**config.mk**
```make
export PLATFORM = sky130hd
export DESIGN_NAME = mdu_iter
export DESIGN_NICKNAME = d
export VERILOG_FILES = /design/src/rtl/mdu_pkg.sv /design/src/rtl/mdu_iter.sv
export SDC_FILE = /design/constraint.sdc
export NUM_CORES = 1
export LEC_CHECK = 0
export BUFFER_PORTS_ARGS = -buffer_cell sky130_fd_sc_hd__buf_2
export CORE_MARGIN = 2
export CORE_UTILIZATION = 40
export DETAILED_ROUTE_END_ITERATION = 10
export SLEW_MARGIN = 30
export SYNTH_ARGS = -nofsm -noshare
export SYNTH_HDL_FRONTEND = slang
export SYNTH_SLANG_ARGS = --single-unit
```
**constraint.sdc**
```tcl
create_clock -name clk -period 6.4 [get_ports clk]
set_clock_uncertainty 0.15 [all_clocks]
set_input_delay 1.28 -clock clk [delete_from_list [all_inputs] [get_ports clk]]
set_output_delay 1.28 -clock clk [all_outputs]
set_load 0.05 [all_outputs]
```
**src/rtl/mdu_pkg.sv**
```systemverilog
// Shared definitions for the iterative RV32M multiply/divide unit:
// funct3 op encodings, FSM state type and width constants.
package mdu_pkg;

  localparam int MDU_XLEN = 32;

  localparam logic [2:0] MDU_MUL    = 3'b000;
  localparam logic [2:0] MDU_MULH   = 3'b001;
  localparam logic [2:0] MDU_MULHSU = 3'b010;
  localparam logic [2:0] MDU_MULHU  = 3'b011;
  localparam logic [2:0] MDU_DIV    = 3'b100;
  localparam logic [2:0] MDU_DIVU   = 3'b101;
  localparam logic [2:0] MDU_REM    = 3'b110;
  localparam logic [2:0] MDU_REMU   = 3'b111;

  localparam logic [31:0] INT_MIN = 32'h8000_0000;

  typedef enum logic [1:0] {
    IDLE,
    CALC,
    FIX
  } state_t;

endpackage

```
**src/rtl/mdu_iter.sv**
```systemverilog
// Iterative RV32M multiply/divide unit: one radix-2 step per clock over a
// shared 2*XLEN shift register, followed by a sign-fix/select cycle.
module mdu_iter
  import mdu_pkg::*;
#(
  parameter int XLEN  = MDU_XLEN,
  parameter int CNT_W = 6
) (
  input  logic            clk,
  input  logic            rst_n,
  input  logic            start,
  input  logic [2:0]      op,
  input  logic [XLEN-1:0] I1,
  input  logic [XLEN-1:0] I2,
  output logic            busy,
  output logic            done,
  output logic [XLEN-1:0] result,
  output logic            N,
  output logic            Z
);

  state_t              state;
  logic [2:0]          op_q;
  logic [CNT_W-1:0]    count;
  logic [2*XLEN-1:0]   prod;
  logic [XLEN-1:0]     opnd;
  logic                neg;

  logic                signed_a, signed_b, neg_a, neg_b;
  logic                is_div, div_zero, div_ovf, is_rem;
  logic [XLEN-1:0]     mag_a, mag_b;

  logic [XLEN:0]       mul_sum;
  logic [XLEN:0]       div_shift, div_diff;
  logic [2*XLEN-1:0]   div_next;

  logic [2*XLEN-1:0]   prod_fix;
  logic [XLEN-1:0]     rem_fix;
  logic [XLEN-1:0]     fix_val;

  always_comb begin
    signed_a = (op == MDU_MULH) || (op == MDU_MULHSU) || (op == MDU_DIV) || (op == MDU_REM);
    signed_b = (op == MDU_MULH) || (op == MDU_DIV) || (op == MDU_REM);
    neg_a    = signed_a & I1[XLEN-1];
    neg_b    = signed_b & I2[XLEN-1];
    mag_a    = neg_a ? -I1 : I1;
    mag_b    = neg_b ? -I2 : I2;
    is_div   = op[2];
    is_rem   = (op == MDU_REM) || (op == MDU_REMU);
    div_zero = is_div && (I2 == '0);
    div_ovf  = ((op == MDU_DIV) || (op == MDU_REM)) && (I1 == XLEN'(INT_MIN)) && (I2 == '1);
  end

  // Multiply: conditional add into the high half, then shift the whole product right.
  // Divide: upper half is the remainder, lower half shifts dividend out and quotient in.
  always_comb begin
    mul_sum   = {1'b0, prod[2*XLEN-1:XLEN]} + (prod[0] ? {1'b0, opnd} : '0);
    div_shift = {prod[2*XLEN-1:XLEN], prod[XLEN-1]};
    div_diff  = div_shift - {1'b0, opnd};
    if (!div_diff[XLEN])
      div_next = {div_diff[XLEN-1:0], prod[XLEN-2:0], 1'b1};
    else
      div_next = {div_shift[XLEN-1:0], prod[XLEN-2:0], 1'b0};
  end

  // The high product half needs the full-width negate; the remainder negates on its own.
  always_comb begin
    prod_fix = neg ? -prod : prod;
    rem_fix  = neg ? -prod[2*XLEN-1:XLEN] : prod[2*XLEN-1:XLEN];
    case (op_q)
      MDU_MUL:                         fix_val = prod_fix[XLEN-1:0];
      MDU_MULH, MDU_MULHSU, MDU_MULHU: fix_val = prod_fix[2*XLEN-1:XLEN];
      MDU_DIV, MDU_DIVU:               fix_val = prod_fix[XLEN-1:0];
      default:                         fix_val = rem_fix;
    endcase
  end

  always_ff @(posedge clk or negedge rst_n) begin
    if (!rst_n) begin
      state  <= IDLE;
      op_q   <= '0;
      count  <= '0;
      prod   <= '0;
      opnd   <= '0;
      neg    <= 1'b0;
      busy   <= 1'b0;
      done   <= 1'b0;
      result <= '0;
      N      <= 1'b0;
      Z      <= 1'b1;
    end else begin
      case (state)
        IDLE: begin
          done <= 1'b0;
          if (start) begin
            op_q  <= op;
            busy  <= 1'b1;
            count <= '0;
            // {I1, ones} serves both divide-by-zero answers: remainder high, quotient low.
            if (div_zero) begin
              prod  <= {I1, {XLEN{1'b1}}};
              neg   <= 1'b0;
              state <= FIX;
            end else if (div_ovf) begin
              prod  <= {{XLEN{1'b0}}, XLEN'(INT_MIN)};
              neg   <= 1'b0;
              state <= FIX;
            end else begin
              opnd  <= is_div ? mag_b : mag_a;
              prod  <= {{XLEN{1'b0}}, (is_div ? mag_a : mag_b)};
              neg   <= is_rem ? neg_a : (neg_a ^ neg_b);
              state <= CALC;
            end
          end
        end
        CALC: begin
          prod  <= op_q[2] ? div_next : {mul_sum, prod[XLEN-1:1]};
          count <= count + 1'b1;
          if (count == CNT_W'(XLEN-1))
            state <= FIX;
        end
        FIX: begin
          result <= fix_val;
          N      <= fix_val[XLEN-1];
          Z      <= (fix_val == '0);
          done   <= 1'b1;
          busy   <= 1'b0;
          state  <= IDLE;
        end
        default: state <= IDLE;
      endcase
    end
  end

endmodule
```
==> results of run 1 <==
[critical path, delay by kind of cell, from the launching register on]
| kind | cells | cell delay, ns |
|---|---|---|
| AOI/OAI and AO/OA | 3 | 0.87 |
| adders and majority gates | 1 | 0.33 |
| buffers and inverters | 1 | 0.56 |
| DFF | 1 | 0.58 |
| muxes | 1 | 0.26 |
| and+or+nand+nor | 5 | 2.17 |
[cells by family after synthesis]
logic type | after synthesis
simple gates | 715
mux | 82
xor+xnor | 142
fa+ha+maj | 72
compound gates | 653
flops | 143
buf+inv | 207
[cell type report]
type / count / area, µm² / share of cell area [%]
Multi-Input combinational cell: 1664 / 10700 / 64.3
Sequential cell: 143 / 3580 / 21.5
Timing Repair Buffer: 144 / 842 / 5.06
Tap cell: 511 / 639 / 3.85
Clock buffer: 17 / 425 / 2.56
Inverter: 74 / 278 / 1.67
Clock inverter: 15 / 156 / 0.941
Antenna cell: 2 / 5.00 / 0.0301
[layer usage]
metal  wire (µm)  part of all wire (%)  GRT usage [%]
met5           0                     0              0
met2       25100                    42           44.6
met1       27000                    45           44.0
met4        2200                   3.7           11.2
met3        5360                   9.0           5.91
[cell usage after synthesis (all sizes together), types with 6 or more instances]
cell type / n
o31ai: 21
nor2b: 17
o21bai: 16
nor2: 201
a21oi: 175
a22oi: 7
xor2: 63
a31oi: 23
nor4b: 11
nand4: 33
a21o: 20
nand3: 45
ha: 70
o311a: 7
or4: 15
nand2b: 15
xnor2: 79
dfrtp: 142
buf: 22
o21ai: 203
inv: 72
a311oi: 8
nor4: 35
and2: 15
mux2i: 68
mux2: 14
nand2: 207
clkbuf: 111
and3: 19
o211ai: 20
or3: 24
or2: 7
nor3: 53
a211oi: 32
a221oi: 24
a211o: 7
o221ai: 8
o21a: 6
o22ai: 11
o41ai: 14
[power breakdown]
part           internal (mW)  switching (mW)  leakage [nW]
combinational           2.65            4.45          4.79
clock                  0.548           0.473         0.279
sequential              1.27           0.659          1.80
[path summary, 6_finish.rpt]
path,startpoint,end,depth (start not counted)
max in group asynchronous,rst_n,neg,2
worst min-delay path,result[24],result[24],2
worst min register to register,result[24],result[24],2
min in group asynchronous,rst_n,result[5],1
worst max-delay path,prod[0],Z,11
worst max register to register,prod[0],Z,11
[metrics by stage]
step | setup slack, ns | util, % | std cells
2_1_floorplan | 2.51 | - | 2014
5_1_grt | 1.35 | 44.5 | 2570
4_1_cts | 1.63 | 44.4 | 2568
3_3_place_gp | 1.41 | 42.9 | 2536
3_5_place_dp | 1.30 | 42.9 | 2536
6_report | 1.41 | 44.5 | 2570
[registers in the layout, indices dropped and copies added, names as in the netlist]
name and cells:
prod 64, opnd 32, result 32, count 6, op_q 3, state 2, Z 1, busy 1
done 1, neg 1
==> metrics.txt, run 1 <==
Max IR drop VDD=0.278 mV; CORE AREA=37400 µm²; Layout area overhead=10.2%; layout cells sized above 1=11.6%; Mapped Area=15100 µm²; critical path peak fanout=13; post-synth top area share=23.5%; setup tns final=0 ns; final period utilization=77.9%; synth warn=0; critical path required time=6.65 ns; Finished Cell Area=16600 µm²; Critical Path AT=5.24 ns; Initial Utilization=40.4%; largest family of logic cells by synthesized area=compound AO/OA/AOI/OAI gates; number of CTS-inserted buffers=17; DPL Wire Length=45900 µm; Worst Max-Slew Pin Slew=1.03 ns; Port Buf Inserts=105; Root Driver=clkbuf_16; post-synthesis sequential area ratio=23.7%; io pins=106; Total GRT Usage=30.4%; unrepaired setup endpoints after global routing=no; via count=16100; Post-synth EDFFs=0; vias in the first global route=14600; commonest non-fill, non-tap cell in the layout=nand2_1; Syn Inst Count=2014; CP Class=reg -> reg; HP Class=reg -> reg; setup violators final=0; CP max stage delay=0.64 ns; most frequent cells in the layout=206 x nand2_1, 199 x nor2_1, 197 x o21ai_0; fraction of synthesized area in multiplexers=5.55%; Die ar.=39300 µm²; chip height=198 µm; Post-CTS Setup Repair Bufs=0; Layout Nets=2186; DR iter-0 viols=1932; total power=10.1 mW; Max Clk Rate=200 MHz; FF+latch count, synth=143; clock buffer depth=2; Syn Area/Cell=7.49 µm²; Post-CTS Resized=0; syn nets=2156; residual DRC count=0; Synth Area in Compound Gates=27.2%; Min Hold Slack=0.320 ns; Top FF cell, synth=dfrtp_1; max cap viols=0; Worst-path clk slew=0.07 ns; H-Tree Depth=4; most frequent CP cell=nor4_1; post-cts hold buffer count=0; final wirelength=59600 µm; status=finished clean; Reg2Reg Setup Slack=1.41 ns; Critical Path, Cell by Cell=inv_1 -> ha_1 -> or4b_4 -> or2_1 -> nor4_1 -> mux2i_1 -> o221ai_1 -> a311oi_1 -> nand4_1 -> nor4_1 -> a32o_2; clk_lat worst skew=0.46 ns; largest net degree at the start of global routing=100; simple logic cell fraction of the synthesized area=23.6%; Die W=198 µm; max-slew violations=0; first-pass GRT wire length=90000 µm; Leak=6.87 nW; Hold Vio Cnt, Final=0; drt first pass iters=6; initial antenna violation count=2; Rows=71; slowest library cell on the worst path=nor4_1; mean routed wirelength per cell=23.2 µm; fillers=3839; async set-reset flop share out of synthesis=100%; Netlist cell types=98; Detail Route Antenna Nets=0; Startpoint Class=flip-flop; GP Congestion=1.02; cell taking the most area after synthesis=dfrtp_1; area of placed instances=16000 µm²; vias per cell=6.27; Slew headroom=31.1%; clk sinks=143; Synth Area in Adders=6.07%; synth top area cells=dfrtp_1 24%, o21ai_0 6.6%, a21oi_1 5.8%; CP Capture Type=flip-flop; PwrDens=605 nW/µm²; CTS tree=done; XOR/XNOR Fraction of Synth Area=8.37%; Final min period=4.99 ns; total grt overflow=0
Power figures use the tool's default switching activity.
==> run 2: changes to the inputs <==
==> constraint.sdc (replaced) <==
create_clock -name clk -period 4.2 [get_ports clk]
set_clock_uncertainty 0.15 [all_clocks]
set_input_delay 0.84 -clock clk [delete_from_list [all_inputs] [get_ports clk]]
set_output_delay 0.84 -clock clk [all_outputs]
set_load 0.05 [all_outputs]
==> run 2 against run 1 <==
Sequential power is 44% higher. Critical endpoint unchanged. Largest power group unchanged. Maximum frequency is 25% higher. Sequential share of layout area is 0.57 points lower. First-iteration DRC count is 6.9% lower.
==> metrics.txt, run 2 (synthesis gave the netlist of run 1 again) <==
busiest grt layer=met2 (unchanged); Max Clk Rate=250 MHz (was 200 MHz); chip height=198 µm (unchanged); Reg2Reg Setup Slack=0.21 ns (was 1.41 ns); n_diodes=0 (was 2); Initial Utilization=40.4% (unchanged); Root Driver=clkbuf_16 (unchanged); HP Class=in -> async (was reg -> reg); met3 Track Usage GR=5.67% (was 5.91%); CTS tree=done (unchanged); Max IR drop VDD=0.418 mV (was 0.278 mV); Hold Vio Cnt, Final=0 (unchanged); RR Endpoint=Z (unchanged); clock buffer depth=2 (unchanged); sw frac=55.0% (was 55.5%); Startpoint Class=flip-flop (unchanged); largest registers=prod (64), opnd (32), result (32) (unchanged); number of CTS-inserted buffers=17 (unchanged); via count=16300 (was 16100); vias in the first global route=14900 (was 14600); mean routed wirelength per cell=23.4 µm (was 23.2 µm); first-pass GRT wire length=92200 µm (was 90000 µm); PwrDens=916 nW/µm² (was 605 nW/µm²); Die ar.=39300 µm² (unchanged); DR iter-0 viols=1799 (was 1932); total grt overflow=0 (unchanged); critical path endpoint=Z (unchanged); Rows=71 (unchanged); setup tns final=0 ns (unchanged); residual DRC count=0 (unchanged); unrepaired setup endpoints after global routing=no (unchanged); met1 Usage GRT=43.8% (was 44.0%); total power=15.6 mW (was 10.1 mW); most flop-heavy register=prod (unchanged); Worst Max-Slew Pin Slew=0.984 ns (was 1.03 ns); largest net degree at the start of global routing=89 (was 100); Layout area overhead=13.1% (was 10.2%); layout cells sized above 1=13.8% (was 11.6%); Core Util, Final=45.7% (was 44.5%); status=finished clean (unchanged); vias per cell=6.22 (was 6.27); DPL Wire Length=48200 µm (was 45900 µm); critical path required time=4.45 ns (was 6.65 ns); setup violators final=0 (unchanged); max FFs per register=64 (unchanged); CP Class=reg -> reg (unchanged); Final min period=3.99 ns (was 4.99 ns); Psw=8.61 mW (was 5.58 mW); io pins=106 (unchanged); drt first pass iters=6 (unchanged); worst r2r src=prod[32] (was prod[0]); Worst-path clk slew=0.07 ns (about the same); post-cts hold buffer count=0 (unchanged); critical path peak fanout=8 (was 13); max-slew violations=0 (unchanged); CORE AREA=37400 µm² (unchanged); final wirelength=61300 µm (was 59600 µm); H-Tree Depth=4 (unchanged); Cell Int Power=7.04 mW (was 4.47 mW); commonest non-fill, non-tap cell in the layout=nand2_1 (unchanged); CP Capture Type=flip-flop (unchanged); clk sinks=143 (unchanged); clk_lat worst skew=0.46 ns (about the same); Leak=7.15 nW (was 6.87 nW); Die W=198 µm (unchanged); initial antenna violation count=2 (unchanged); cells on worst reg2reg path=11 (unchanged); clock share of power=9.7% (was 10.2%); most frequent cells in the layout=207 x nand2_1, 199 x nor2_1, 197 x o21ai_0 (was 206 x nand2_1, 199 x nor2_1, 197 x o21ai_0); Comb pwr share=72.6% (was 70.6%); met2 usage=45.1% (was 44.6%); final period utilization=95.1% (was 77.9%); Slew headroom=34.1% (was 31.1%); Critical Path AT=4.24 ns (was 5.24 ns); Sequential Power Share=17.7% (was 19.2%); Layout Nets=2241 (was 2186); GP Congestion=0.991 (was 1.02); max cap viols=0 (unchanged); Detail Route Antenna Nets=0 (unchanged); crit path launch=prod[32] (was prod[0]); Port Buf Inserts=105 (unchanged); Total GRT Usage=31.3% (was 30.4%)
run 2: cell count changes in the layout (fill, tap and decap cells not counted), sizes merged:
cell	delta
buf	+56
clkbuf	+2
clkinv	-2
diode	-2
bufinv	-1
run 2: power by group through the flow:
| stage | combinational [mW] | clock, mW | sequential (mW) |
|---|---|---|---|
| 6_report | 11.4 | 1.51 | 2.78 |
| 5_1_grt | 12.2 | 1.59 | 2.86 |
| 4_1_cts | 11.0 | 1.52 | 2.75 |
| 3_5_place_dp | 11.0 | 0 | 2.78 |
| 3_3_place_gp | 10.9 | 0 | 2.76 |
| 2_1_floorplan | 7.76 | 0 | 2.48 |
run 2: per-layer routing:
layer  vias up  part of all wire (%)  routed length, µm
met2       809                    42              25500
met4         2                   5.6               3450
met5         -                 0.031                 19
met3       136                   8.7               5330
li1       7569                     -                  -
met1      7789                    44              27100
run 2: final cells by class:
class / instances / area, µm²
inverter: 74 / 278
sequential: 143 / 3580
tap: 511 / 639
clock inverter: 12 / 103
clock buffer: 20 / 447
fill: 3874 / 20300
multi-input combinational: 1664 / 10700
timing repair buffer: 199 / 1310
run 2: timing repair:
item,in CTS,in global routing
endpoints found under the setup margin,0,28
buffers inserted,0,0
gates resized for setup,0,4
run 2: worst min-delay path by stage:
stage | start | endpoint
finish | rst_n | result[22]
global placement | result[15] | result[15]
CTS | result[0] | result[0]
detailed placement | busy | busy
global route | rst_n | result[8]
floorplan | opnd[10] | opnd[10]
run 2: worst max-delay path, stage by stage, from the launching register on:
cell,delay [ns]
dfrtp_1,0.52
inv_1,0.16
ha_1,0.31
nor2b_1,0.35
a31oi_1,0.17
nor4_2,0.38
nor2_1,0.10
o311a_1,0.37
a211oi_1,0.50
nand4_1,0.20
nor4_1,0.48
a32o_2,0.24
run 2: through the flow:
step / hold slack (ns) / setup slack (ns) / instances / instance area, µm²
floorplan: 0.300 / 0.755 / 2014 / 15100
global placement: 0.310 / 0.194 / 2590 / 16500
detailed placement: 0.314 / 0.184 / 2590 / 16500
CTS: 0.333 / 0.162 / 2622 / 17000
global route: 0.0982 / 0.00407 / 2623 / 17100
finish: 0.0938 / 0.206 / 2623 / 17100
